==> src/rtl/l2_cache_control.sv <==
// Control FSM for the 2-way, 16-set L2 cache datapath: hit service, dirty write-back,
// line fill, LRU/dirty/valid strobes and saturating hit/miss/write-back counters.
module l2_cache_control #(
    parameter int CNT_W = 16
) (
    input  logic             clk,
    input  logic             reset,
    input  logic             mem_read,
    input  logic             mem_write,
    output logic             mem_resp,
    output logic             pmem_read,
    output logic             pmem_write,
    input  logic             pmem_resp,
    input  logic             hit0,
    input  logic             hit1,
    input  logic             dirty_eviction,
    input  logic             LRU,
    output logic             WE0,
    output logic             WE1,
    output logic             ld_valid0,
    output logic             ld_valid1,
    output logic             ld_dirty0,
    output logic             ld_dirty1,
    output logic             clear_dirty0,
    output logic             clear_dirty1,
    output logic             mem_b_sel,
    output logic             eviction_addr_sel,
    output logic             mem_addr_sel,
    output logic             load_lru,
    output logic [CNT_W-1:0] hit_count,
    output logic [CNT_W-1:0] miss_count,
    output logic [CNT_W-1:0] wb_count
);

    typedef enum logic [1:0] {S_IDLE, S_CHECK, S_WRITEBACK, S_FILL} state_t;

    state_t r_state;
    state_t w_next;
    logic   r_victim;
    logic   r_filled;
    logic   w_hit;
    logic   w_hitInc;
    logic   w_missInc;
    logic   w_wbInc;

    assign w_hit     = hit0 | hit1;
    // The CHECK pass that follows a fill completes the request but is not a new hit or miss.
    assign w_hitInc  = (r_state == S_CHECK) && w_hit && !r_filled;
    assign w_missInc = (r_state == S_CHECK) && !w_hit && !r_filled;
    assign w_wbInc   = (r_state == S_WRITEBACK) && pmem_resp;

    always_ff @(posedge clk or negedge reset) begin
        if (!reset) begin
            r_state  <= S_IDLE;
            r_victim <= 1'b0;
            r_filled <= 1'b0;
        end else begin
            r_state <= w_next;
            if (r_state == S_CHECK && !w_hit)
                r_victim <= LRU;
            if (r_state == S_FILL && pmem_resp)
                r_filled <= 1'b1;
            else if (r_state == S_CHECK)
                r_filled <= 1'b0;
        end
    end

    always_ff @(posedge clk or negedge reset) begin
        if (!reset) begin
            hit_count  <= '0;
            miss_count <= '0;
            wb_count   <= '0;
        end else begin
            if (w_hitInc && hit_count != '1)
                hit_count <= hit_count + 1'b1;
            if (w_missInc && miss_count != '1)
                miss_count <= miss_count + 1'b1;
            if (w_wbInc && wb_count != '1)
                wb_count <= wb_count + 1'b1;
        end
    end

    always_comb begin
        w_next = r_state;
        case (r_state)
            S_IDLE:      if (mem_read | mem_write) w_next = S_CHECK;
            S_CHECK:     w_next = w_hit ? S_IDLE : (dirty_eviction ? S_WRITEBACK : S_FILL);
            S_WRITEBACK: if (pmem_resp) w_next = S_FILL;
            S_FILL:      if (pmem_resp) w_next = S_CHECK;
            default:     w_next = S_IDLE;
        endcase
    end

    always_comb begin
        mem_resp          = 1'b0;
        pmem_read         = 1'b0;
        pmem_write        = 1'b0;
        WE0               = 1'b0;
        WE1               = 1'b0;
        ld_dirty0         = 1'b0;
        ld_dirty1         = 1'b0;
        clear_dirty0      = 1'b0;
        clear_dirty1      = 1'b0;
        mem_b_sel         = 1'b0;
        eviction_addr_sel = 1'b0;
        mem_addr_sel      = 1'b0;
        load_lru          = 1'b0;
        case (r_state)
            S_CHECK: begin
                if (w_hit) begin
                    mem_resp = 1'b1;
                    load_lru = 1'b1;
                    // A write marks the hitting way dirty; way 0 wins if both ways claim a hit.
                    if (mem_write) begin
                        if (hit0) begin
                            WE0       = 1'b1;
                            ld_dirty0 = 1'b1;
                        end else begin
                            WE1       = 1'b1;
                            ld_dirty1 = 1'b1;
                        end
                    end
                end
            end
            S_WRITEBACK: begin
                pmem_write        = 1'b1;
                mem_addr_sel      = 1'b1;
                eviction_addr_sel = r_victim;
                if (pmem_resp) begin
                    if (r_victim) begin
                        ld_dirty1    = 1'b1;
                        clear_dirty1 = 1'b1;
                    end else begin
                        ld_dirty0    = 1'b1;
                        clear_dirty0 = 1'b1;
                    end
                end
            end
            S_FILL: begin
                pmem_read = 1'b1;
                if (pmem_resp) begin
                    mem_b_sel = 1'b1;
                    if (r_victim) begin
                        WE1          = 1'b1;
                        ld_dirty1    = 1'b1;
                        clear_dirty1 = 1'b1;
                    end else begin
                        WE0          = 1'b1;
                        ld_dirty0    = 1'b1;
                        clear_dirty0 = 1'b1;
                    end
                end
            end
            default: ;
        endcase
    end

    assign ld_valid0 = WE0;
    assign ld_valid1 = WE1;

endmodule
==> config.mk <==
export PLATFORM = sky130hd
export DESIGN_NAME = l2_cache_control
export DESIGN_NICKNAME = d
export VERILOG_FILES = /design/src/rtl/l2_cache_control.sv
export SDC_FILE = /design/constraint.sdc
export NUM_CORES = 1
export LEC_CHECK = 0
export BUFFER_PORTS_ARGS = -buffer_cell sky130_fd_sc_hd__buf_2
export CAP_MARGIN = 10
export CORE_MARGIN = 3
export CORE_UTILIZATION = 53
export DETAILED_ROUTE_END_ITERATION = 10
export PLACE_DENSITY = 0.8
export SKIP_CTS_REPAIR_TIMING = 1
export SLEW_MARGIN = 10
export SYNTH_ARGS = -nofsm -noshare
export SYNTH_HDL_FRONTEND = slang
export SYNTH_SLANG_ARGS = --single-unit
==> constraint.sdc <==
create_clock -name clk -period 2.9 [get_ports clk]
set_input_delay 0.58 -clock clk [delete_from_list [all_inputs] [get_ports clk]]
set_output_delay 0.58 -clock clk [all_outputs]
set_load 0.01 [all_outputs]
==> results of run 1 <==
[layer usage]
metal | vias to the layer above | track usage [%] | routed length, µm
met4 | 0 | 7.34 | 102
met5 | - | 0 | 0
met2 | 70 | 33.0 | 2950
met3 | 11 | 4.24 | 367
li1 | 1111 | - | -
met1 | 1125 | 27.5 | 2690
[kinds of logic (layout without fill, tap and decap cells)]
family                   Yosys count  after routing  synth area share [%]
flip-flops                        52             52                  46.6
AND/OR/NAND/NOR                  110            110                  24.0
AO/OA/AOI/OAI                     31             31                  7.49
adder cells (fa/ha/maj)            9              9                  4.04
buffers and inverters             21             95                  3.36
XOR/XNOR                          38             38                  11.9
multiplexers                       6              6                  2.51
[Yosys cell counts, types with 2 or more instances]
| master | instances | area share [%] |
|---|---|---|
| nor4b_1 | 4 | 1.3 |
| nor2_1 | 11 | 1.5 |
| mux2_2 | 4 | 1.6 |
| o21a_1 | 2 | 0.54 |
| buf_4 | 4 | 1.1 |
| clkbuf_1 | 4 | 0.54 |
| inv_1 | 12 | 1.6 |
| a31oi_1 | 3 | 0.67 |
| a21oi_1 | 9 | 1.6 |
| nor3b_1 | 2 | 0.54 |
| nor3_1 | 10 | 1.8 |
| nor4_1 | 5 | 1.1 |
| dfrtp_1 | 52 | 47 |
| xnor2_1 | 16 | 5.0 |
| nor2b_1 | 3 | 0.67 |
| a2111oi_0 | 3 | 0.94 |
| and4_1 | 4 | 1.3 |
| a311oi_1 | 2 | 0.63 |
| nand2_1 | 19 | 2.6 |
| ha_1 | 9 | 4.0 |
| nand4_1 | 16 | 3.6 |
| and3_1 | 11 | 2.5 |
| a41oi_1 | 3 | 0.94 |
| o21ai_0 | 3 | 0.54 |
| nand3_1 | 13 | 2.3 |
| xor2_1 | 22 | 6.9 |
[how the worst max path moves through the flow]
stage | startpoint | endpoint | slack, ps | cells after the start
4_1_cts | r_state[0] | ld_dirty1 | 350 | 6
2_1_floorplan | r_state[1] | ld_valid1 | 730 | 6
5_1_grt | r_state[0] | ld_dirty1 | 180 | 6
3_3_place_gp | hit1 | miss_count[12] | 650 | 5
6_report | r_state[0] | ld_dirty1 | 350 | 6
3_5_place_dp | r_state[1] | miss_count[12] | 600 | 6
[state kept, by name (all words and copies together) (netlist names)]
register    count
hit_count      16
miss_count     16
r_filled        1
r_state         2
r_victim        1
wb_count       16
[metrics by stage]
stage / cells / area (µm²) / hold WS, ps / utilization [%]
after floorplan: 267 / 2790 / 284 / -
after global placement: 400 / 3210 / 479 / 65.4
after detailed placement: 400 / 3210 / 481 / 65.4
after CTS: 408 / 3320 / 254 / 67.6
after global routing: 408 / 3320 / 265 / 67.6
final: 408 / 3320 / 250 / 67.6
[power groups by stage]
| stage | Combinational [W] | Sequential (W) | Clock [W] |
|---|---|---|---|
| 6_report | 0.000701 | 0.00102 | 0.000497 |
| 3_3_place_gp | 0.000687 | 0.00102 | 0 |
| 4_1_cts | 0.000710 | 0.00102 | 0.000512 |
| 2_1_floorplan | 0.000431 | 0.00104 | 0 |
| 5_1_grt | 0.000784 | 0.00105 | 0.000532 |
| 3_5_place_dp | 0.000708 | 0.00103 | 0 |
[area by class of cell]
type / count / area share (%)
Clock buffer: 5 / 2.07
Inverter: 12 / 1.36
Multi-Input combinational cell: 194 / 42.0
Tap cell: 67 / 2.52
Timing Repair Buffer: 75 / 11.6
Clock inverter: 3 / 1.28
Sequential cell: 52 / 39.2
==> results.py, run 1 <==
metrics = {
    "outcome": {
        "status": "completed",
    },
    "critical_path": {
        "arrival_ps": 1970,
        "max_stage_delay_ps": 440,
        "path_buf_inv": 2,
        "startpoint_type": "flop",
        "reg2reg_depth": 6,
        "critPathKind": "reg -> out",
        "path_cells": "inv_1, ha_1, o21ai_0, or2_2, a21oi_1, buf_2",
        "critical_path.top_delay_family": "flip-flops",
        "cp_max_fo": 9,
        "cp_slowest_cell": "dfrtp_1",
        "critPathCaptureType": "output port",
        "required_ps": 2320,
        "r2r-start": "r_state[1]",
        "r2r_end": "miss_count[12]",
        "r2r_setup_slack_ps": 600,
    },
    "pwr": {
        "p_leak_nw": 1.73,
        "vdd.ir_drop.worst_mv": 0.383,
        "p_clk_share_pct": 22.4,
        "total_power_w": 0.00222,
        "power_density_mw_per_mm2": 667,
        "pwr-share-seq_pct": 45.9,
        "switching_share_pct": 36.3,
        "power.switching_w": 0.000805,
        "p_comb_share_pct": 31.6,
        "p_int_w": 0.00141,
    },
    "synthesis": {
        "ys_warn_count": 0,
        "ys_seq_area_share_pct": 46.6,
        "avgSynthCellArea_um2": 10.5,
        "synth_area_mm2": 0.00279,
        "synthDistinctLibCells": 47,
        "syn_nets": 285,
        "synthCells": 267,
        "ys_ff_latch": 52,
        "synth_edf_count": 0,
        "synth_async_sr_flop_share_pct": 100,
        "synthFlopType": "dfrtp_1",
    },
    "placement": {
        "pre_cts_ws_ps": 597,
        "dp_hpwl_mm": 4.54,
        "port_buffers": 71,
        "gp_congestion": 0.875,
    },
    "cells_and_area": {
        "regArea_mm2": 0.00130,
        "n_antenna_cell": 0,
        "drive_gt1_share_pct": 28.2,
        "nNetsFinal": 358,
        "multi_input_area_mm2": 0.00140,
        "num-fill-cells": 393,
        "final_common_cell": "buf_2",
        "syn2layout_area_growth_pct": 19.1,
        "mostFrequentLayoutCells": "buf_2, dfrtp_1, xor2_1",
    },
    "timing": {
        "clock_skew_ps": 7.96,
        "max-slew-margin-rel_pct": 52.6,
        "fin_crit_sh_pct": 88.0,
        "fmax_mhz": 392,
        "setup-tns-final_ps": 0,
        "worstMarginPinSlew_ps": 694,
        "min_period_ps": 2550,
        "rsz0062_at_grt": "false",
        "fin_ws_ps": 348,
        "finalSetupViolations": 0,
        "slew_violations": 0,
        "hold_viol": 0,
    },
    "cts": {
        "clk_pin_slew_ps": 90,
        "clkSinkCount": 52,
        "cts_buffers": 5,
        "clk_path_buf_depth": 2,
        "htreeDepth": 2,
        "cts_tree": "done",
        "root_buffer": "clkbuf_8",
        "clk_latency_ps": 310,
    },
    "floorplan": {
        "die_x_um": 78.6,
        "floorplan.rows": 25,
        "dieHeight_um": 78.6,
        "dieArea_mm2": 0.00617,
        "core_area_mm2": 0.00491,
        "io_pins": 72,
        "start_util_pct": 56.8,
    },
    "detailed_routing": {
        "vias": 2317,
        "viasPerCell": 5.68,
        "drt_iter0_markers": 145,
        "drc_errors": 0,
        "post_drt_wl_per_cell_um": 15.0,
        "drt_wl_total_mm": 6.10,
        "postRouteAntennaNets": 0,
        "drtPass1Iterations": 4,
    },
    "worst_hold_path": {
        "min_path_type": "in -> async",
    },
    "grt": {
        "grt_pass1_wl_mm": 10.1,
        "grt_pass1_vias": 2158,
        "grt_usage_pct": 20.5,
        "grt_max_degree": 30,
        "grt_antenna_before_repair": 0,
        "globalRoute.totalOverflow": 0,
    },
    "job": {
        "maxCapViolations": 0,
    },
}
No activity file was read; power rests on OpenSTA's default activity.
==> run 2: changes to the inputs <==
--- a/config.mk
+++ b/config.mk
@@ -11,7 +11,7 @@
 export CORE_UTILIZATION = 53
 export DETAILED_ROUTE_END_ITERATION = 10
 export PLACE_DENSITY = 0.8
-export SKIP_CTS_REPAIR_TIMING = 1
+export REMOVE_ABC_BUFFERS = 1
 export SLEW_MARGIN = 10
 export SYNTH_ARGS = -nofsm -noshare
 export SYNTH_HDL_FRONTEND = slang
==> results.py, run 2 (synthesis results as in run 1) <==
metrics = {
    "outcome": {
        "status": "completed",
    },
    "cts": {
        "clk_path_buf_depth": 2,
        "cts_buffers": 5,
        "post-cts-setup-buffers": 0,
        "clkSinkCount": 52,
        "ctsHoldBuffers": 0,
        "htreeDepth": 2,
        "root_buffer": "clkbuf_8",
        "cts_resized": 0,
        "cts_tree": "done",
        "clk_pin_slew_ps": 90,
        "clk_latency_ps": 300,
    },
    "timing": {
        "rsz0062_at_grt": "false",
        "slew_violations": 0,
        "max-slew-margin-rel_pct": 56.3,
        "worstMarginPinSlew_ps": 646,
        "min_period_ps": 2570,
        "fmax_mhz": 390,
        "fin_ws_ps": 334,
        "hold_viol": 0,
        "fin_crit_sh_pct": 88.5,
        "clock_skew_ps": 3.59,
        "finalSetupViolations": 0,
        "setup-tns-final_ps": 0,
    },
    "pwr": {
        "power_density_mw_per_mm2": 643,
        "vdd.ir_drop.worst_mv": 0.511,
        "total_power_w": 0.00211,
        "p_leak_nw": 1.71,
    },
    "detailed_routing": {
        "viasPerCell": 5.70,
        "drtPass1Iterations": 4,
        "postRouteAntennaNets": 0,
        "drt_wl_total_mm": 5.91,
        "drc_errors": 0,
        "post_drt_wl_per_cell_um": 14.6,
        "vias": 2315,
        "drt_iter0_markers": 195,
    },
    "critical_path": {
        "startpoint_type": "flop",
        "critPathCaptureType": "output port",
        "required_ps": 2320,
        "cp_max_fo": 9,
        "arrival_ps": 1990,
        "critPathKind": "reg -> out",
    },
    "grt": {
        "grt_antenna_before_repair": 0,
        "grt_max_degree": 22,
        "grt_pass1_wl_mm": 9.92,
        "grt_pass1_vias": 2089,
        "grt_usage_pct": 20.1,
        "globalRoute.totalOverflow": 0,
    },
    "cells_and_area": {
        "num-fill-cells": 408,
        "mostFrequentLayoutCells": "buf_2, dfrtp_1, xor2_1",
        "fin_util_pct": 66.8,
        "n_antenna_cell": 0,
        "final_common_cell": "buf_2",
        "stdcell_count": 406,
        "nNetsFinal": 357,
        "syn2layout_area_growth_pct": 17.6,
        "largest_registers": "hit_count: 16 flops, miss_count: 16 flops, wb_count: 16 flops",
        "drive_gt1_share_pct": 27.4,
    },
    "placement": {
        "port_buffers": 71,
        "dp_hpwl_mm": 4.46,
        "dp_cells": 399,
        "pre_cts_ws_ps": 603,
        "gp_congestion": 0.862,
    },
    "floorplan": {
        "core_area_mm2": 0.00491,
        "io_pins": 72,
        "die_x_um": 78.6,
        "floorplan.rows": 25,
        "dieArea_mm2": 0.00617,
        "dieHeight_um": 78.6,
        "start_util_pct": 56.8,
    },
    "job": {
        "maxCapViolations": 0,
    },
    "worst_hold_path": {
        "min_path_type": "in -> async",
    },
}
[run 2: worst paths after layout]
path                                   start             end  slack, ps  cells past startpoint
worst min register to register  wb_count[15]    wb_count[15]        500                      1
worst max register to register    r_state[1]  miss_count[12]        590                      6
max in group asynchronous              reset     wb_count[9]       2040                      2
min in group clk                wb_count[15]    wb_count[15]        500                      1
worst max-delay path              r_state[0]       ld_dirty1        330                      6
worst min-delay path                   reset  miss_count[12]        230                      1
[run 2: through the flow]
step / area, µm² / hold WS (ps)
floorplan: 2740 / 284
global placement: 3200 / 475
detailed placement: 3200 / 482
CTS: 3280 / 236
global route: 3280 / 247
finish: 3280 / 225
[run 2: power breakdown]
part           internal (W)  switching (W)
combinational      0.000308       0.000396
sequential         0.000847       0.000168
clock              0.000165       0.000224
total               0.00132       0.000788
[run 2: area by class of cell]
class | instances | area [µm²] | area share (%)
multi-input cells | 194 | 1400 | 42.5
flip-flops and latches | 52 | 1300 | 39.7
repair buffers | 74 | 378 | 11.5
well taps | 67 | 83.8 | 2.56
clock buffers | 6 | 72.6 | 2.21
inverters | 12 | 45.0 | 1.37
clock inverters | 1 | 5.00 | 0.153
[run 2: worst max-delay path, cell delays in order, from the launching register on]
cell and delay (ps):
dfrtp_1 450, inv_1 140, ha_1 340, o21ai_0 160, or2_2 300, a21oi_1 140, buf_2 150
[run 2: routing by layer]
metal	share of wire, %	GRT usage (%)	up-vias	wire [µm]
met1	46	27.5	1108	2730
met3	6.5	4.24	7	382
met2	46	32.1	90	2730
met4	1.1	5.94	0	65
li1	-	-	1110	-
met5	0	0	-	0
==> run 3: changes to the inputs <==
==> constraint.sdc (replaced) <==
create_clock -name clk -period 2.6 [get_ports clk]
set_input_delay 0.52 -clock clk [delete_from_list [all_inputs] [get_ports clk]]
set_output_delay 0.52 -clock clk [all_outputs]
set_load 0.01 [all_outputs]
==> results.py, run 3 (synthesis results as in run 1) <==
metrics = {
    "outcome": {
        "status": "completed",
    },
    "timing": {
        "min_period_ps": 2420,
        "fin_ws_ps": 176,
        "fmax_mhz": 413,
        "rsz0062_at_grt": "false",
        "fin_crit_sh_pct": 93.2,
        "worstMarginPinSlew_ps": 646,
        "max-slew-margin-rel_pct": 55.8,
        "slew_violations": 0,
        "setup-tns-final_ps": 0,
        "clock_skew_ps": 13.1,
        "finalSetupViolations": 0,
        "hold_viol": 0,
    },
    "grt": {
        "grt_pass1_wl_mm": 10.2,
        "grt_pass1_vias": 2242,
        "globalRoute.totalOverflow": 0,
        "grt_usage_pct": 20.5,
        "grt_antenna_before_repair": 0,
        "grt_max_degree": 28,
    },
    "cts": {
        "ctsHoldBuffers": 0,
        "htreeDepth": 2,
        "root_buffer": "clkbuf_8",
        "cts_tree": "done",
        "clk_pin_slew_ps": 90,
        "clk_latency_ps": 310,
        "post-cts-setup-buffers": 0,
        "cts_buffers": 5,
        "cts_resized": 0,
        "clkSinkCount": 52,
        "clk_path_buf_depth": 2,
    },
    "floorplan": {
        "core_area_mm2": 0.00491,
        "die_x_um": 78.6,
        "io_pins": 72,
        "floorplan.rows": 25,
        "dieHeight_um": 78.6,
        "dieArea_mm2": 0.00617,
        "start_util_pct": 56.8,
    },
    "cells_and_area": {
        "final_area_mm2": 0.00332,
        "stdcell_count": 406,
        "nNetsFinal": 356,
        "largest_registers": "hit_count: 16 flops, miss_count: 16 flops, wb_count: 16 flops",
        "mostFrequentLayoutCells": "buf_2, dfrtp_1, xor2_1",
        "syn2layout_area_growth_pct": 19.1,
        "n_antenna_cell": 0,
        "final_common_cell": "buf_2",
        "drive_gt1_share_pct": 28.0,
        "fin_util_pct": 67.6,
    },
    "pwr": {
        "vdd.ir_drop.worst_mv": 0.453,
        "p_leak_nw": 1.72,
        "power_density_mw_per_mm2": 744,
    },
    "detailed_routing": {
        "postRouteAntennaNets": 0,
        "drt_wl_total_mm": 6.04,
        "vias": 2316,
        "drc_errors": 0,
        "drtPass1Iterations": 4,
        "drt_iter0_markers": 159,
        "viasPerCell": 5.70,
        "post_drt_wl_per_cell_um": 14.9,
    },
    "placement": {
        "placed_cell_area_mm2": 0.00321,
        "port_buffers": 71,
        "pre_cts_ws_ps": 293,
        "gp_congestion": 0.821,
        "dp_cells": 398,
        "dp_hpwl_mm": 4.55,
    },
    "critical_path": {
        "max_stage_delay_ps": 430,
        "path_buf_inv": 2,
        "r2r_setup_slack_ps": 270,
        "path_cells": "inv_1, ha_1, nor2b_1, nand3b_1, a21oi_1, buf_2",
        "critPathCaptureType": "output port",
        "startpoint_type": "flop",
        "required_ps": 2080,
        "cp_slowest_cell": "dfrtp_1",
        "cp_max_fo": 7,
        "arrival_ps": 1900,
        "critPathKind": "reg -> out",
        "critical_path.top_delay_family": "flip-flops",
    },
    "job": {
        "maxCapViolations": 0,
    },
    "worst_hold_path": {
        "min_path_type": "in -> async",
    },
}
run 3: cell count changes in the layout (fill, tap and decap cells not counted):
cell | before | now
bufinv_16 | 0 | 1
clkinvlp_4 | 0 | 1
buf_4 | 3 | 1
buf_12 | 0 | 1
ha_1 | 9 | 8
ha_2 | 0 | 1
clkbuf_1 | 1 | 0
run 3: metrics by stage:
stage          hold slack (ps)  power [W]
2_1_floorplan              224    0.00162
3_3_place_gp               475    0.00191
3_5_place_dp               482    0.00194
4_1_cts                    237    0.00249
5_1_grt                    257    0.00264
6_report                   217    0.00247
run 3: final cells by class:
cell class              instances  area, µm²
repair buffers                 73        383
well taps                      67       83.8
multi-input cells             194       1400
clock buffers                   5       68.8
clock inverters                 3       42.5
fillers                       394       1590
inverters                      12       45.0
flip-flops and latches         52       1300
run 3: layer usage:
metal / track usage (%) / up-vias / share of wire [%]
met5: 0 / - / 0
met4: 7.69 / 0 / 1.5
met3: 4.01 / 11 / 5.1
met2: 34.1 / 65 / 49
met1: 26.4 / 1136 / 44
li1: - / 1104 / -
run 3: worst paths after layout:
check	startpoint	endpoint	depth (start not counted)
setup / recovery	r_state[1]	WE1	6
hold / removal	reset	miss_count[10]	1
setup reg to reg	r_state[1]	miss_count[12]	6
hold reg to reg	miss_count[8]	miss_count[8]	1
max in group asynchronous	reset	miss_count[0]	2
min in group clk	LRU	r_victim	2
run 3: where the power goes:
| part | internal [W] | total (W) | switching (W) |
|---|---|---|---|
| combinational | 0.000347 | 0.000789 | 0.000441 |
| clock | 0.000285 | 0.000553 | 0.000268 |
| sequential | 0.000945 | 0.00113 | 0.000184 |
